`config.mk`:
```
export PLATFORM = sky130hd
export DESIGN_NAME = ad5662_dac_writer
export DESIGN_NICKNAME = d
export VERILOG_FILES = /design/src/rtl/ad5662_dac_writer_pkg.sv /design/src/rtl/ad5662_dac_writer.sv
export SDC_FILE = /design/constraint.sdc
export NUM_CORES = 1
export LEC_CHECK = 0
export CORE_MARGIN = 4
export CORE_UTILIZATION = 50
export DETAILED_ROUTE_END_ITERATION = 10
export DONT_BUFFER_PORTS = 1
export PLACE_DENSITY = 0.68
export SETUP_SLACK_MARGIN = 0.4
export SKIP_CTS_REPAIR_TIMING = 1
export SYNTH_ARGS = -nofsm -noshare
export SYNTH_HDL_FRONTEND = slang
export SYNTH_SLANG_ARGS = --single-unit
```
`constraint.sdc`:
```
create_clock -name clk -period 2.5 [get_ports clk]
set_clock_uncertainty 0.2 [all_clocks]
set_input_delay 0.5 -clock clk [delete_from_list [all_inputs] [get_ports clk]]
set_output_delay 0.5 -clock clk [all_outputs]
set_load 0.02 [all_outputs]
```
`src/rtl/ad5662_dac_writer_pkg.sv`:
```
// AD5662 DAC writer shared definitions:
// frame width, power-down codes and controller states.
package ad5662_dac_writer_pkg;

   localparam int FRAME_W = 24;

   typedef enum logic [1:0] {
      PD_NORMAL   = 2'b00,
      PD_1K_GND   = 2'b01,
      PD_100K_GND = 2'b10,
      PD_TRISTATE = 2'b11
   } pd_e;

   typedef enum logic [1:0] {
      ST_IDLE,
      ST_SETUP,
      ST_SHIFT,
      ST_GAP
   } state_e;

   function automatic logic [FRAME_W-1:0] make_frame(
      input logic [17:0] word
   );
      return {6'b0, word};
   endfunction

endpackage

```
`src/rtl/ad5662_dac_writer.sv`:
```
// AD5662 serial writer: sends {pd,dat} as a 24-bit SPI frame
// whenever it differs from the last completed frame.
module ad5662_dac_writer
   import ad5662_dac_writer_pkg::*;
#(
   parameter int CLK_DIV   = 4,
   parameter int SYNC_IDLE = 8
) (
   input  logic        clk,
   input  logic        reset,
   input  logic [15:0] dat,
   input  logic [1:0]  pd,
   output logic        busy,
   output logic        done,
   output logic        sclk,
   output logic        mosi,
   output logic        sync_n
);

   localparam int MAXC = (CLK_DIV > SYNC_IDLE) ? CLK_DIV : SYNC_IDLE;
   localparam int CW   = $clog2(MAXC);
   localparam int BW   = $clog2(FRAME_W);

   localparam logic [CW-1:0] DIV_END = CW'(CLK_DIV - 1);
   localparam logic [CW-1:0] GAP_END = CW'(SYNC_IDLE - 1);
   localparam logic [BW-1:0] BIT_END = BW'(FRAME_W - 1);

   state_e             state_q, state_d;
   logic [CW-1:0]      cnt_q, cnt_d;
   logic [BW-1:0]      bit_q, bit_d;
   logic               ph_q, ph_d;
   logic [FRAME_W-1:0] sh_q, sh_d;
   logic [17:0]        word_q, word_d;
   logic [17:0]        last_q, last_d;
   logic               force_q, force_d;
   logic               busy_d, done_d, sclk_d, mosi_d, sync_n_d;
   logic [17:0]        req;
   logic               launch;

   assign req = {pd, dat};

   // The last gap cycle doubles as the first idle decision cycle.
   assign launch = (force_q || (req != last_q)) &&
                   ((state_q == ST_IDLE) ||
                    ((state_q == ST_GAP) && (cnt_q == GAP_END)));

   always_comb begin
      state_d  = state_q;
      cnt_d    = cnt_q;
      bit_d    = bit_q;
      ph_d     = ph_q;
      sh_d     = sh_q;
      word_d   = word_q;
      last_d   = last_q;
      force_d  = force_q;
      busy_d   = busy;
      done_d   = 1'b0;
      sclk_d   = sclk;
      mosi_d   = mosi;
      sync_n_d = sync_n;
      unique case (state_q)
         ST_IDLE: state_d = ST_IDLE;
         ST_SETUP: begin
            if (cnt_q == DIV_END) begin
               state_d = ST_SHIFT;
               cnt_d   = '0;
               bit_d   = '0;
               ph_d    = 1'b0;
               mosi_d  = sh_q[FRAME_W-1];
               sh_d    = sh_q << 1;
            end else begin
               cnt_d = cnt_q + 1'b1;
            end
         end
         ST_SHIFT: begin
            if (cnt_q != DIV_END) begin
               cnt_d = cnt_q + 1'b1;
            end else begin
               cnt_d = '0;
               if (!ph_q) begin
                  ph_d   = 1'b1;
                  sclk_d = 1'b0;
               end else if (bit_q == BIT_END) begin
                  state_d  = ST_GAP;
                  sclk_d   = 1'b1;
                  sync_n_d = 1'b1;
                  mosi_d   = 1'b0;
                  done_d   = 1'b1;
                  last_d   = word_q;
                  force_d  = 1'b0;
               end else begin
                  ph_d   = 1'b0;
                  sclk_d = 1'b1;
                  bit_d  = bit_q + 1'b1;
                  mosi_d = sh_q[FRAME_W-1];
                  sh_d   = sh_q << 1;
               end
            end
         end
         ST_GAP: begin
            if (cnt_q != GAP_END) begin
               cnt_d = cnt_q + 1'b1;
            end else begin
               state_d = ST_IDLE;
               cnt_d   = '0;
               busy_d  = 1'b0;
            end
         end
         default: state_d = ST_IDLE;
      endcase
      if (launch) begin
         state_d  = ST_SETUP;
         cnt_d    = '0;
         bit_d    = '0;
         ph_d     = 1'b0;
         word_d   = req;
         sh_d     = make_frame(req);
         sync_n_d = 1'b0;
         sclk_d   = 1'b1;
         mosi_d   = 1'b0;
         busy_d   = 1'b1;
      end
   end

   always_ff @(posedge clk) begin
      if (reset) begin
         state_q <= ST_IDLE;
         cnt_q   <= '0;
         bit_q   <= '0;
         ph_q    <= 1'b0;
         sh_q    <= '0;
         word_q  <= '0;
         last_q  <= '0;
         force_q <= 1'b1;
         busy    <= 1'b0;
         done    <= 1'b0;
         sclk    <= 1'b1;
         mosi    <= 1'b0;
         sync_n  <= 1'b1;
      end else begin
         state_q <= state_d;
         cnt_q   <= cnt_d;
         bit_q   <= bit_d;
         ph_q    <= ph_d;
         sh_q    <= sh_d;
         word_q  <= word_d;
         last_q  <= last_d;
         force_q <= force_d;
         busy    <= busy_d;
         done    <= done_d;
         sclk    <= sclk_d;
         mosi    <= mosi_d;
         sync_n  <= sync_n_d;
      end
   end

endmodule

```
==> results.py <==
metrics = {
    "run_status": {
        "status": "completed",
    },
    "grt": {
        "antenna_found_initial": 0,
        "grt_max_degree": 96,
        "grt_pass1_wl_mm": 15.0,
        "grtUsageTotal_pct": 18.8,
        "grt_pass1_vias": 3079,
        "gr-total-overflow": 0,
    },
    "critical_path": {
        "start_kind": "flop",
        "critical_path_class": "reg -> reg",
        "reg2reg_from": "last_q[13]$_SDFFE_PP0P_",
        "r2r_end": "cnt_q[2]$_SDFFE_PP0P_",
        "critPathCaptureType": "flop",
        "reg2reg_depth": 7,
        "cp_data_required_time_ns": 2.57,
        "r2r_slack_ns": 0.44,
        "crit_arrival_ns": 2.12,
        "crit_fanout": 7,
    },
    "yosys": {
        "syn_avg_cell_area_um2": 9.22,
        "synth_top_flop_cell": "dfxtp_1",
        "syn_nets": 479,
        "ys_seq_area_share_pct": 37.2,
        "ys_warn_count": 0,
        "synthCells": 450,
        "ys_seq_elements": 77,
        "synth.cell_area_um2": 4150,
        "ys_types": 43,
        "synth_edf_count": 0,
        "async_flop_share_pct": 0,
    },
    "route": {
        "via_count": 3297,
        "via_per_inst": 6.01,
        "drc": 0,
        "drt_pass1_iterations": 5,
        "wl_per_cell_um": 17.4,
        "drt-initial-drc-count": 163,
        "ant_nets": 0,
        "wl_mm": 9.53,
    },
    "power": {
        "p_comb_share_pct": 17.8,
        "p_int_mw": 2.01,
        "power.density_nw_per_um2": 615,
        "p_sw_share_pct": 28.7,
        "peakVddDrop_v": 0.000317,
        "switchingPower_uw": 806,
        "power.leakage_nw": 1.57,
        "power_frac_seq_pct": 49.1,
        "p_clk_share_pct": 33.1,
    },
    "clock_tree": {
        "cts-buffers-inserted": 9,
        "clockRootBuffer": "clkbuf_8",
        "clk_pin_slew_ns": 0.08,
        "cts_sinks": 77,
        "h-tree-depth": 3,
        "cts_tree": "built",
        "clock_path_buffers": 2,
        "clock_latency_ns": 0.36,
    },
    "sta": {
        "fin_crit_sh_pct": 82.3,
        "hold_viol_final": 0,
        "rsz0062_at_grt": "true",
        "setup_ws_ns": 0.442,
        "worst-slew-pin-transition_ns": 0.394,
        "slew_viol_final": 0,
        "fmax_mhz": 486,
        "setup_violations": 0,
        "slew_headroom_pct": 73.5,
        "min_period_ns": 2.06,
        "tns_ns": 0,
    },
    "floorplan": {
        "die-area_um2": 9820,
        "rows": 32,
        "fp.dieH_um": 99.1,
        "start_util_pct": 52.6,
        "core_um2": 7890,
        "ios": 25,
        "die_width_um": 99.1,
    },
    "finish": {
        "layout_commonest_cell": "dfxtp_1",
        "final_area_um2": 4570,
        "drive_gt1_share_pct": 18.3,
        "finalNetCount": 471,
        "layout_common_cells": "dfxtp_1 (76), nand2_1 (48), a21oi_1 (25), mux2i_1 (23)",
        "syn_to_final_growth_pct": 10.2,
        "diodes": 0,
    },
    "min_path": {
        "hold_path.class": "in -> reg",
        "hold_path_end": "sh_q[4]$_SDFFE_PP0P_",
        "hp-start": "reset",
        "holdPathStages": 1,
    },
    "flow_run": {
        "max-cap-violations": 0,
    },
    "placed_design": {
        "dpl_cell_area_um2": 4180,
        "gp_congestion": 0.787,
        "io_buffers": 0,
        "dp_worst_setup_slack_ns": 0.129,
        "dp.final_hpwl_mm": 5.66,
    },
}
-- registers in the layout, indices dropped and copies added, names as in the netlist --
register,count
cnt_q,3
sh_q,24
force_q,1
state_q,2
last_q,18
mosi,1
busy,1
ph_q,1
bit_q,5
word_q,18
done,1
sync_n,1
sclk,1
-- power groups by stage --
stage | sequential, mW | clock [mW] | combinational (mW)
after floorplan | 1.39 | 0 | 0.399
after CTS | 1.38 | 0.954 | 0.458
after global routing | 1.39 | 1.00 | 0.547
final | 1.38 | 0.931 | 0.499
after detailed placement | 1.40 | 0 | 0.456
after global placement | 1.40 | 0 | 0.444
-- routing by layer --
metal	part of all wire (%)	global-route usage, %
met1	45	23.4
met2	49	31.0
met3	4.4	5.66
met4	1.4	5.88
met5	0	0
-- per-stage QoR --
step                instances  hold slack (ns)  utilization [%]  total power [mW]
floorplan                 450            0.227                -              1.79
global placement          526            0.227             53.0              1.85
detailed placement        526            0.233             53.0              1.86
CTS                       542          -0.0195             55.4              2.79
global route              549         -0.00542             57.9              2.94
finish                    549           0.0375             57.9              2.81
-- synth_stat cells, types with 5 or more instances --
| cell type | instances | area share (%) |
|---|---|---|
| nor3_2 | 9 | 2.2 |
| nand3b_1 | 18 | 3.3 |
| buf_4 | 8 | 1.4 |
| buf_2 | 10 | 1.2 |
| clkbuf_1 | 15 | 1.4 |
| xor2_1 | 21 | 4.4 |
| o21ai_0 | 7 | 0.84 |
| dfxtp_1 | 77 | 37 |
| nor3_1 | 9 | 1.1 |
| buf_6 | 7 | 1.9 |
| o211ai_1 | 17 | 3.1 |
| nor2b_1 | 21 | 3.2 |
| nand2_1 | 48 | 4.3 |
| a211oi_1 | 20 | 3.6 |
| ha_1 | 9 | 2.7 |
| nand3_1 | 20 | 2.4 |
| nor2_1 | 5 | 0.45 |
| inv_1 | 6 | 0.54 |
| mux2i_1 | 24 | 5.8 |
| a21oi_1 | 26 | 3.1 |
| a211oi_2 | 14 | 4.2 |
| a2bb2oi_1 | 17 | 3.6 |
-- critical path, stage by stage (launching register included) --
cell       delay [ns]
dfxtp_1          0.33
xor2_1           0.16
nor4_1           0.39
and2_4           0.30
buf_12           0.12
a21oi_4          0.06
buf_4            0.17
a2111oi_4        0.24
-- kinds of logic (layout without fill, tap and decap cells) --
| family | count (synthesis) | in the layout | synth area share (%) |
|---|---|---|---|
| flip-flops | 77 | 77 | 37.2 |
| buffers and inverters | 48 | 45 | 6.64 |
| AO/OA/AOI/OAI | 119 | 119 | 22.4 |
| AND/OR/NAND/NOR | 152 | 152 | 20.8 |
| XOR/XNOR | 21 | 21 | 4.43 |
| multiplexers | 24 | 24 | 5.79 |
| adder cells (fa/ha/maj) | 9 | 9 | 2.71 |
-- area by class of cell --
class                   instances  area, um^2
repair buffers                 23         264
inverters                       6        22.5
multi-input cells             325        2420
well taps                     102         128
flip-flops and latches         77        1540
clock buffers                  10         128
clock inverters                 6        63.8
fillers                       656        3320
-- worst max-delay path by stage --
stage	depth (start not counted)	from	end	slack (ns)
after floorplan	9	state_q[0]$_SDFFE_PP0P_	sh_q[1]$_SDFFE_PP0P_	0.45
after CTS	6	last_q[11]$_SDFFE_PP0P_	sh_q[3]$_SDFFE_PP0P_	0.28
after global routing	6	last_q[11]$_SDFFE_PP0P_	sh_q[11]$_SDFFE_PP0P_	0.37
final	7	last_q[13]$_SDFFE_PP0P_	cnt_q[2]$_SDFFE_PP0P_	0.44
after detailed placement	6	dat[11]	sh_q[3]$_SDFFE_PP0P_	0.13
after global placement	6	dat[14]	sh_q[17]$_SDFFE_PP0P_	0.19
No activity file was read; power rests on OpenSTA's default activity.
